**src/rtl/ghostbus_host.sv**
```systemverilog
// Ghostbus host: turns a valid/ready request stream into responder bus cycles and returns read data.
// Define GHOSTBUS_HOST_BURST_EN to add req_len and incrementing multi-beat reads.
module ghostbus_host #(
  parameter int AW     = 24,
  parameter int DW     = 32,
  parameter int RD_LAT = 1,
  parameter int LEN_W  = 8
) (
  input  logic             clk,
  input  logic             rst,
  input  logic             req_valid,
  output logic             req_ready,
  input  logic             req_we,
  input  logic [AW-1:0]    req_addr,
  input  logic [DW-1:0]    req_wdata,
`ifdef GHOSTBUS_HOST_BURST_EN
  input  logic [LEN_W-1:0] req_len,
`endif
  output logic             rsp_valid,
  input  logic             rsp_ready,
  output logic [DW-1:0]    rsp_rdata,
  output logic             rsp_last,
  output logic [AW-1:0]    gb_addr,
  output logic [DW-1:0]    gb_dout,
  output logic             gb_we,
  input  logic [DW-1:0]    gb_din,
  output logic             busy
);

  typedef enum logic [2:0] {IDLE, WRITE, RADDR, RWAIT, RRESP} state_t;

  state_t           state_q, state_d;
  logic [AW-1:0]    gb_addr_q, gb_addr_d;
  logic [DW-1:0]    gb_dout_q, gb_dout_d;
  logic [DW-1:0]    rsp_rdata_q, rsp_rdata_d;
  logic             rsp_last_q, rsp_last_d;
  logic [3:0]       cnt_q, cnt_d;
  logic [LEN_W-1:0] beats_q, beats_d;
  logic [LEN_W-1:0] len_in;
  logic             accept;

`ifdef GHOSTBUS_HOST_BURST_EN
  assign len_in = req_len;
`else
  assign len_in = '0;
`endif

  assign req_ready = !rst && (state_q == IDLE || state_q == WRITE);
  assign accept    = req_valid && req_ready;
  assign gb_we     = (state_q == WRITE);
  assign rsp_valid = (state_q == RRESP);
  assign busy      = (state_q != IDLE);
  assign gb_addr   = gb_addr_q;
  assign gb_dout   = gb_dout_q;
  assign rsp_rdata = rsp_rdata_q;
  assign rsp_last  = rsp_last_q;

  always_comb begin
    state_d     = state_q;
    gb_addr_d   = gb_addr_q;
    gb_dout_d   = gb_dout_q;
    rsp_rdata_d = rsp_rdata_q;
    rsp_last_d  = rsp_last_q;
    cnt_d       = cnt_q;
    beats_d     = beats_q;
    unique case (state_q)
      IDLE, WRITE: begin
        state_d = IDLE;
        if (accept) begin
          gb_addr_d = req_addr;
          if (req_we) begin
            gb_dout_d = req_wdata;
            state_d   = WRITE;
          end else begin
            beats_d = len_in;
            state_d = RADDR;
          end
        end
      end
      RADDR: begin
        cnt_d   = 4'(RD_LAT - 1);
        state_d = RWAIT;
      end
      RWAIT: begin
        // cnt_q reaches zero in the last of RD_LAT wait cycles; data is valid at that edge
        if (cnt_q == 4'd0) begin
          rsp_rdata_d = gb_din;
          rsp_last_d  = (beats_q == '0);
          state_d     = RRESP;
        end else begin
          cnt_d = cnt_q - 4'd1;
        end
      end
      RRESP: begin
        if (rsp_ready) begin
          if (rsp_last_q) begin
            state_d = IDLE;
          end else begin
            gb_addr_d = gb_addr_q + AW'(1);
            beats_d   = beats_q - LEN_W'(1);
            state_d   = RADDR;
          end
        end
      end
      default: state_d = IDLE;
    endcase
  end

  always_ff @(posedge clk or posedge rst) begin
    if (rst) begin
      state_q     <= IDLE;
      gb_addr_q   <= '0;
      gb_dout_q   <= '0;
      rsp_rdata_q <= '0;
      rsp_last_q  <= 1'b0;
      cnt_q       <= '0;
      beats_q     <= '0;
    end else begin
      state_q     <= state_d;
      gb_addr_q   <= gb_addr_d;
      gb_dout_q   <= gb_dout_d;
      rsp_rdata_q <= rsp_rdata_d;
      rsp_last_q  <= rsp_last_d;
      cnt_q       <= cnt_d;
      beats_q     <= beats_d;
    end
  end

endmodule
```
**config.mk**
```make
export PLATFORM = sky130hd
export DESIGN_NAME = ghostbus_host
export DESIGN_NICKNAME = d
export VERILOG_FILES = /design/src/rtl/ghostbus_host.sv
export SDC_FILE = /design/constraint.sdc
export NUM_CORES = 1
export LEC_CHECK = 0
export ABC_AREA = 0
export CAP_MARGIN = 20
export CORE_MARGIN = 5
export CORE_UTILIZATION = 30
export DETAILED_ROUTE_END_ITERATION = 8
export SETUP_SLACK_MARGIN = 0.05
export SLEW_MARGIN = 20
export SYNTH_ARGS = -nofsm -noshare
export SYNTH_HDL_FRONTEND = slang
export SYNTH_SLANG_ARGS = --single-unit
```
**constraint.sdc**
```tcl
create_clock -name clk -period 5.5 [get_ports clk]
set_input_delay 0.55 -clock clk [delete_from_list [all_inputs] [get_ports clk]]
set_output_delay 0.55 -clock clk [all_outputs]
set_load 0.05 [all_outputs]
```
# --- Word level (Yosys, flattened, before mapping) ---
# Index checks and enable logic that the tools add are counted.
# Widths: inputs -> output; s select.
word_totals:
  ff_bits: 104
  input_bits: 93
classes:
  n_addsub: 3
  eq_ne: 10
  n_mux: 17
  n_reduce_logical: 17
op_table:
  columns: ["op", "n"]
  rows:
  - ["$mux 24", 3]
  - ["$pmux 24 s2", 1]
  - ["$mux 8", 4]
  - ["$add 24x1->24 const B", 1]
  - ["$pmux 8 s2", 1]
  - ["$pmux 3 s4", 1]
  - ["$ne 2x2->1 const B", 5]
  - ["$logic_not 8->1", 1]
  - ["$pmux 4 s2", 1]
  - ["$sub 8x1->8 const B", 1]
  - ["$eq 3x2->1 const B", 2]
  - ["$mux 2", 3]
  - ["$mux 3", 2]
  - ["$reduce_and 2->1", 3]
  - ["$reduce_and 5->1", 1]
  - ["$logic_not 4->1", 1]
  - ["$mux 4", 1]
  - ["$reduce_and 4->1", 1]
  - ["$reduce_bool 2->1", 2]
  - ["$sub 4x1->4 const B", 1]
  - ["$eq 3x1->1 const B", 1]
  - ["$eq 3x3->1 const B", 1]
  - ["$logic_not 3->1", 1]
  - ["$reduce_and 3->1", 1]
  - ["other kinds (6)", 7]

# --- Depth between registers and ports, before layout ---
# Gate-level depths: netlist of run 1.
depth:
  word_depth: 6
  ltp_mapped: 8

# --- Worst setup path before layout of run 1 ---
# Ideal clock, no wire load.
synth_path:
  path_kind: "input -> register"
  startpoint: "in rst"
  endpoint: "reg gb_dout_q[10] (netlist: gb_dout[10])"
  setup_ps: 125
  arrival_ps: 2691
  t_required_ps: 5375
  setup_slack_ps: 2684
  cell_stages: 4
  path_cell_list: "nor3_1 -> nand3_1 -> clkbuf_1 -> mux2_2"
synth_via:
  elab_chain_len: 4
synth_rtl:
  columns: ["element", "line_no", "source"]
  rows:
  - ["start, declared", "10", "input logic rst,"]
  - ["$logic_not 1->1 (no source line)", null, null]
  - ["$logic_and 1x1->1", "48", "assign req_ready = !rst && (state_q == IDLE || state_q == WRITE);"]
  - ["$logic_and 1x1->1", "49", "assign accept = req_valid && req_ready;"]
  - ["$reduce_and 3->1 (no source line)", null, null]
  - ["end signal, assigned", "121", "gb_dout_q <= gb_dout_d;"]
  - ["end, declared", "34", "logic [DW-1:0] gb_dout_q, gb_dout_d;"]
# Every way passes these cells.
# A chain may end at the register's enable or synchronous reset.

# --- Final worst setup path of run 1 ---
layout_path:
  startpoint: "reg state_q[0]"
  endpoint: "out rsp_valid"
layout_via:
  elab_chain_len: 1
layout_rtl:
  columns: ["element", "line_no", "source"]
  rows:
  - ["start, declared", "32", "state_t state_q, state_d;"]
  - ["start signal, assigned", "119", "state_q <= state_d;"]
  - ["$eq 3x3->1", "51", "assign rsp_valid = (state_q == RRESP);"]
  - ["end, declared", "19", "output logic rsp_valid,"]
# Every way passes these cells.

==> implementation parameters, run 1 <==
Parameter                              Value

Routing
  Detailed-route via count    between 3000 and 4000
  Number of vias per cell    4.78
  Final wirelength    13800 um
  First-pass iteration count of the detailed router    4
  DRC marker count from the first detailed-route iteration    around 170
  Routed wire length per instance    between 15 and 20 um
  Final routed DRC violation total    0
  Post-detailed-route count of antenna-violating nets    0

Clock tree
  Number of clock sinks    ~100
  CTS Hold Bufs    0
  Maximum number of buffers from clock root to sink    2
  Buffers inserted by post-CTS timing repair    0
  Clock transition at the registers of the reported paths    approximately 70 ps
  Cts bufs inserted    9
  H-Tree Depth    3
  Clock latency of the later-clocked register in the worst-skew pair    ~350 ps
  CTS tree    built
  Quantity of gates resized following cts    0
  CTS Root Buffer Type    clkbuf_16

Place
  Final weighted congestion in routability-driven placement    about 0.80
  Post-DP Area    a little under 7000 um^2
  Port bufs    185
  Final HPWL from detailed placement    10000 um

Global routing
  Number of global-route vias before repair    about 4000
  Antenna violations before repair    0
  Largest net degree at the start of global routing    64
  GR Overflow Total    0
  GRT Total Usage    0.150
  Global-route wire length before repair    approximately 22000 um

Logic synthesis
  Synthesized area divided by synthesized cell count    approximately 11 um^2
  Cell taking the most area after synthesis    dfrtp_1
  Area fraction in compound gates after synthesis    0.0995
  Prevailing post-synth register cell    dfrtp_1
  Flip-flop and latch count after synthesis    around 100
  Dominant combinational cell family by area after synthesis    multiplexers
  Mux contribution to synthesized area    0.156
  Syn Inst Count    between 400 and 500
  XOR/XNOR Fraction of Synth Area    0.0148
  Share of synthesized cell area in and, or, nand and nor gates    0.135
  Share of the synthesized area in the top cell type    0.549
  Number of nets produced by synthesis    519
  Cell area after technology mapping    4740 um^2
  Area share of fa/ha/maj cells after synthesis    0.0106
  Proportion of register bits with asynchronous set or reset after synthesis    1.00
  Count of flip-flops with a built-in enable after synthesis    0
  Cell types occupying the most area after synthesis    dfrtp_1 55%, mux2_2 14%, a21oi_1 3.6%
  Warnings, synthesis    0
  Portion of the post-synthesis area used by sequential elements    0.549
  Number of different library cells in the post-synthesis netlist    slightly above 50

Critical path
  Worst reg2reg path endpoint    gb_addr[15]
  Flop2flop setup slack    2840 ps
  CP Launch Type    flop
  Start-to-end type of the worst setup path    flop to output pin
  Arrival time reported for the critical path endpoint    just under 3000 ps
  Worst setup EP type    output pin
  Peak fanout along the critical path    57
  Startpoint of the lowest-slack register-to-register path    state_q[0]
  Worst path required time    just under 5000 ps
  Worst Reg2Reg Path Length in Cells    6

STA
  Largest clock skew in the final design    around 9.6 ps
  Post-route fraction of the period consumed by the critical path    0.639
  RSZ-0062 raised after global routing    false
  Fin. Hold Viols    0
  Period minus WS final    ~3500 ps
  # setup viols final    0
  Final max-slew violation count    0
  Hold_ws    between 400 and 500 ps
  Maximum achievable frequency    285 MHz
  Total Neg Setup Slack    0 ps
  Tightest Pin Transition    829 ps
  Max-slew headroom    0.446

Cells and area
  Cell area after layout    between 7000 and 8000 um^2
  Antenna diode count    0
  Number of filler instances in the final layout    around 1500
  Footprint of the flip-flops and latches    2600 um^2
  Share of post-route cells with drive strength above 1    0.143
  Layout-stage area growth over the synthesis result    49.2%
  Area of the multi-input gates    between 1500 and 2000 um^2
  Total number of nets in the final design    approximately 690

Floorplan
  I/O pins    approximately 190
  Die Footprint    roughly 18000 um^2
  Die span in x    about 140 um
  Starting Density    0.302
  Number of placement rows    46
  Die H    roughly 140 um
  Core Region    approximately 16000 um^2

Flow run
  Max Cap Violations    0

Hold path
  Number of cells on the worst hold path    1
  Start point of the worst min-delay path    rsp_rdata[0]
  Type of the most critical hold path    flop to flop
  End of the worst hold path    rsp_rdata[0]

Power and ir drop
  Peak supply drop    roughly 400 uV
  Power per cell area    around 690 nW/um^2
  Leakage dissipation    between 2 and 3 nW

Outcome
  Run status    completed
[worst max path at each step]
| stage | startpoint | end |
|---|---|---|
| final | state_q[0] | rsp_valid |
| after global routing | state_q[0] | rsp_valid |
| after CTS | state_q[0] | rsp_valid |
| after detailed placement | state_q[0] | rsp_valid |
| after global placement | state_q[0] | rsp_valid |
| after floorplan | rst | beats_q[0] |
[synth_stat cells, types with 2 or more instances]
cell type / number
dfrtp_1: 104
mux2_2: 59
a21oi_1: 34
nand2_1: 32
nor2_1: 24
o21ai_0: 15
nand3_1: 14
clkbuf_1: 11
inv_1: 11
buf_2: 10
nor3_1: 10
o22ai_1: 10
nand4_1: 8
mux2_1: 5
nor4_1: 5
xor2_1: 5
and2_1: 4
and4_1: 4
ha_1: 4
or3_1: 4
buf_4: 3
nor3b_1: 3
o32ai_1: 3
xnor2_1: 3
a2bb2oi_1: 2
a31oi_1: 2
and3_1: 2
buf_1: 2
mux2i_1: 2
nor2b_1: 2
o21ai_1: 2
o21bai_1: 2
o31ai_1: 2
or4_1: 2
[flip-flops by register name, indices dropped and copies added, names as in the netlist]
name       flops
beats_q        8
cnt_q          4
gb_addr       24
gb_dout       32
rsp_last       1
rsp_rdata     32
state_q        3
[stage by stage]
stage / util / total power [mW] / setup WS, ps / instances
after floorplan: - / 3.25 / 2220 / 422
after global placement: 0.431 / 4.19 / 2410 / 801
after detailed placement: 0.431 / 4.23 / 2370 / 801
after CTS: 0.450 / 4.91 / 1990 / 816
after global routing: 0.450 / 5.12 / 1780 / 816
final: 0.450 / 4.86 / 1990 / 816
[critical path, stage by stage (launching register included)]
cell and delay [ps]:
dfrtp_1 450, nor2_1 130, nand2_1 320, inv_2 750
clkdlybuf4s50_1 950
[area by class of cell]
class,count,share of cell area
Inverter,12,0.00672
Tap cell,216,0.0382
Timing Repair Buffer,189,0.266
Clock inverter,6,0.0106
Multi-Input combinational cell,280,0.279
Clock buffer,9,0.0318
Sequential cell,104,0.368
[cells in the final DEF, fill, tap and decap left out, types with 8 or more instances in the layout]
master | Yosys | layout
nand2_1 | 32 | 32
clkbuf_16 | 0 | 9
nand4_1 | 8 | 8
nor2_1 | 24 | 24
dfrtp_1 | 104 | 104
o21ai_0 | 15 | 15
nand3_1 | 14 | 14
o22ai_1 | 10 | 10
mux2_2 | 59 | 59
nor3_1 | 10 | 10
a21oi_1 | 34 | 34
inv_1 | 11 | 10
clkdlybuf4s50_1 | 0 | 185
[routing by layer]
metal  track usage  part of all wire  routed length, um
met1         0.188              0.41               5610
met2         0.217              0.43               5980
met3        0.0929              0.15               2000
met4        0.0414             0.012                168
met5             0                 0                  0
[logic make-up (layout without fill, tap and decap cells)]
group                    after synthesis  after routing
buffers and inverters                 38            216
AO/OA/AOI/OAI                         79             79
adder cells (fa/ha/maj)                4              4
flip-flops                           104            104
AND/OR/NAND/NOR                      123            123
multiplexers                          66             66
XOR/XNOR                               8              8
[report_power, final]
part           internal [mW]  total, mW  leakage, nW  switching (mW)
Combinational          0.989       2.78         1.45            1.79
Sequential              1.13       1.42         1.25           0.293
Clock                  0.358      0.657        0.144           0.299
(Power assumes the default switching activity.)
==> run 2, diff against run 1 <==
==> constraint.sdc (replaced) <==
create_clock -name clk -period 2.8 [get_ports clk]
set_input_delay 0.28 -clock clk [delete_from_list [all_inputs] [get_ports clk]]
set_output_delay 0.28 -clock clk [all_outputs]
set_load 0.05 [all_outputs]
==> implementation parameters, run 2 (synthesized netlist as in run 1, its figures left out) <==
Parameter                              Value

Place
  Final weighted congestion in routability-driven placement    between 0.8 and 0.9
  Port bufs    between 150 and 200
  Final HPWL from detailed placement    approximately 10000 um

Floorplan
  I/O pins    approximately 190
  Die H    approximately 140 um
  Core Region    15700 um^2
  Starting Density    0.302
  Die Footprint    18400 um^2
  Die span in x    between 100 and 150 um
  Number of placement rows    46

Critical path
  Start-to-end type of the worst setup path    flop to output pin
  Cell type of the slowest stage on the worst timing path    clkdlybuf4s50_1
  Crit path cell chain    nor3_1, clkdlybuf4s50_1
  Worst Reg2Reg Path Length in Cells    6
  Arrival time reported for the critical path endpoint    2050 ps
  CP Launch Type    flop
  Flop2flop setup slack    around 670 ps
  Peak fanout along the critical path    9
  Startpoint of the lowest-slack register-to-register path    gb_addr[0]
  Worst reg2reg path endpoint    gb_addr[22]
  Worst setup EP type    output pin
  Critical Path Max Stage Delay    880 ps
  Worst path required time    about 2500 ps

Global routing
  Largest net degree at the start of global routing    63
  GR Layer Usage met1    0.195
  Number of global-route vias before repair    around 4000
  Most crowded layer after global routing    met2
  Met2 usage    0.221
  GR Overflow Total    0
  GRT Total Usage    0.151
  Global-route wire length before repair    between 20000 and 25000 um
  Antenna violations before repair    0
  Met3 track demand over resource in global routing    0.0810

STA
  Largest clock skew in the final design    ~11 ps
  Maximum achievable frequency    429 MHz
  Fin. Hold Viols    0
  Period minus WS final    2330 ps
  Tightest Pin Transition    about 800 ps
  Final max-slew violation count    0
  RSZ-0062 raised after global routing    false
  # setup viols final    0
  Post-route fraction of the period consumed by the critical path    0.833
  Max-slew headroom    0.466
  Total Neg Setup Slack    0 ps

Cells and area
  Antenna diode count    0
  Final cell utilization of the core    0.455
  Total number of nets in the final design    697
  Layout-stage area growth over the synthesis result    50.8%
  Most frequent cells in the layout    184 x clkdlybuf4s50_1, 104 x dfrtp_1, 59 x mux2_2
  Most frequent standard cell in the layout excluding fill and tap cells    clkdlybuf4s50_1
  Share of post-route cells with drive strength above 1    0.150

Power and ir drop
  Peak supply drop    680 uV
  Power per cell area    roughly 1300 nW/um^2
  Cell-internal power    around 5 mW
  Leakage dissipation    slightly below 3 nW
  Portion of total power attributed to the clock network    0.136
  Net switching power    4.71 mW
  Switching part of the total power    0.490
  Portion of total power attributed to combinational logic    0.572
  Sequential cell fraction of total power    0.292

Clock tree
  CTS Hold Bufs    0
  Clock transition at the registers of the reported paths    ~80 ps
  H-Tree Depth    3
  Number of clock sinks    ~100
  CTS Root Buffer Type    clkbuf_16
  Maximum number of buffers from clock root to sink    2
  Cts bufs inserted    9
  CTS tree    built
  Quantity of gates resized following cts    0
  Buffers inserted by post-CTS timing repair    0
  Clock latency of the later-clocked register in the worst-skew pair    between 300 and 400 ps

Routing
  DRC marker count from the first detailed-route iteration    280
  Final wirelength    13700 um
  First-pass iteration count of the detailed router    4
  Final routed DRC violation total    0
  Detailed-route via count    slightly below 4000
  Number of vias per cell    about 4.8
  Post-detailed-route count of antenna-violating nets    0
  Routed wire length per instance    between 15 and 20 um

Outcome
  Run status    completed

Hold path
  Type of the most critical hold path    primary input to async pin

Flow run
  Max Cap Violations    0
-- run 2: through the flow --
stage	worst slack [ps]	cells	total power, mW	cell area (um^2)	hold slack (ps)
after floorplan	76.6	422	6.38	4750	380
after global placement	598	805	8.27	6840	468
after detailed placement	541	805	8.35	6840	474
after CTS	468	821	9.71	7150	486
after global routing	364	821	10.1	7150	503
final	468	821	9.61	7150	486
-- run 2: power groups by stage --
stage | Clock, mW | Combinational, mW | Sequential (mW)
final | 1.31 | 5.49 | 2.80
after global routing | 1.44 | 5.78 | 2.93
after CTS | 1.35 | 5.55 | 2.81
after detailed placement | 0 | 5.53 | 2.83
after global placement | 0 | 5.47 | 2.80
after floorplan | 0 | 1.42 | 4.96
-- run 2: per-layer routing --
metal  vias up  part of all wire
li1       1870                 -
met1      1878              0.41
met2       181              0.44
met3        10              0.14
met4         0             0.011
met5         -                 0
-- run 2: worst max-delay path, delay by kind of cell, from the launching register on --
family / cells / cell delay (ps)
and+or+nand+nor: 1 / 350
DFF: 1 / 470
buffers and inverters: 1 / 880
-- run 2: layout make-up --
class,count,area [um^2]
fillers,1438,8560
flip-flops and latches,104,2600
multi-input cells,280,1970
repair buffers,193,1950
well taps,216,270
clock buffers,9,225
clock inverters,7,85.1
inverters,12,48.8
-- run 2: how the worst max path moves through the flow --
stage	startpoint	to	slack, ps	depth (start not counted)
detailed placement	rst	gb_dout[10]	540	5
CTS	state_q[1]	req_ready	470	2
global route	state_q[0]	rsp_valid	360	5
global placement	rst	req_ready	600	3
floorplan	state_q[2]	gb_dout[10]	80	5
finish	state_q[1]	req_ready	470	2
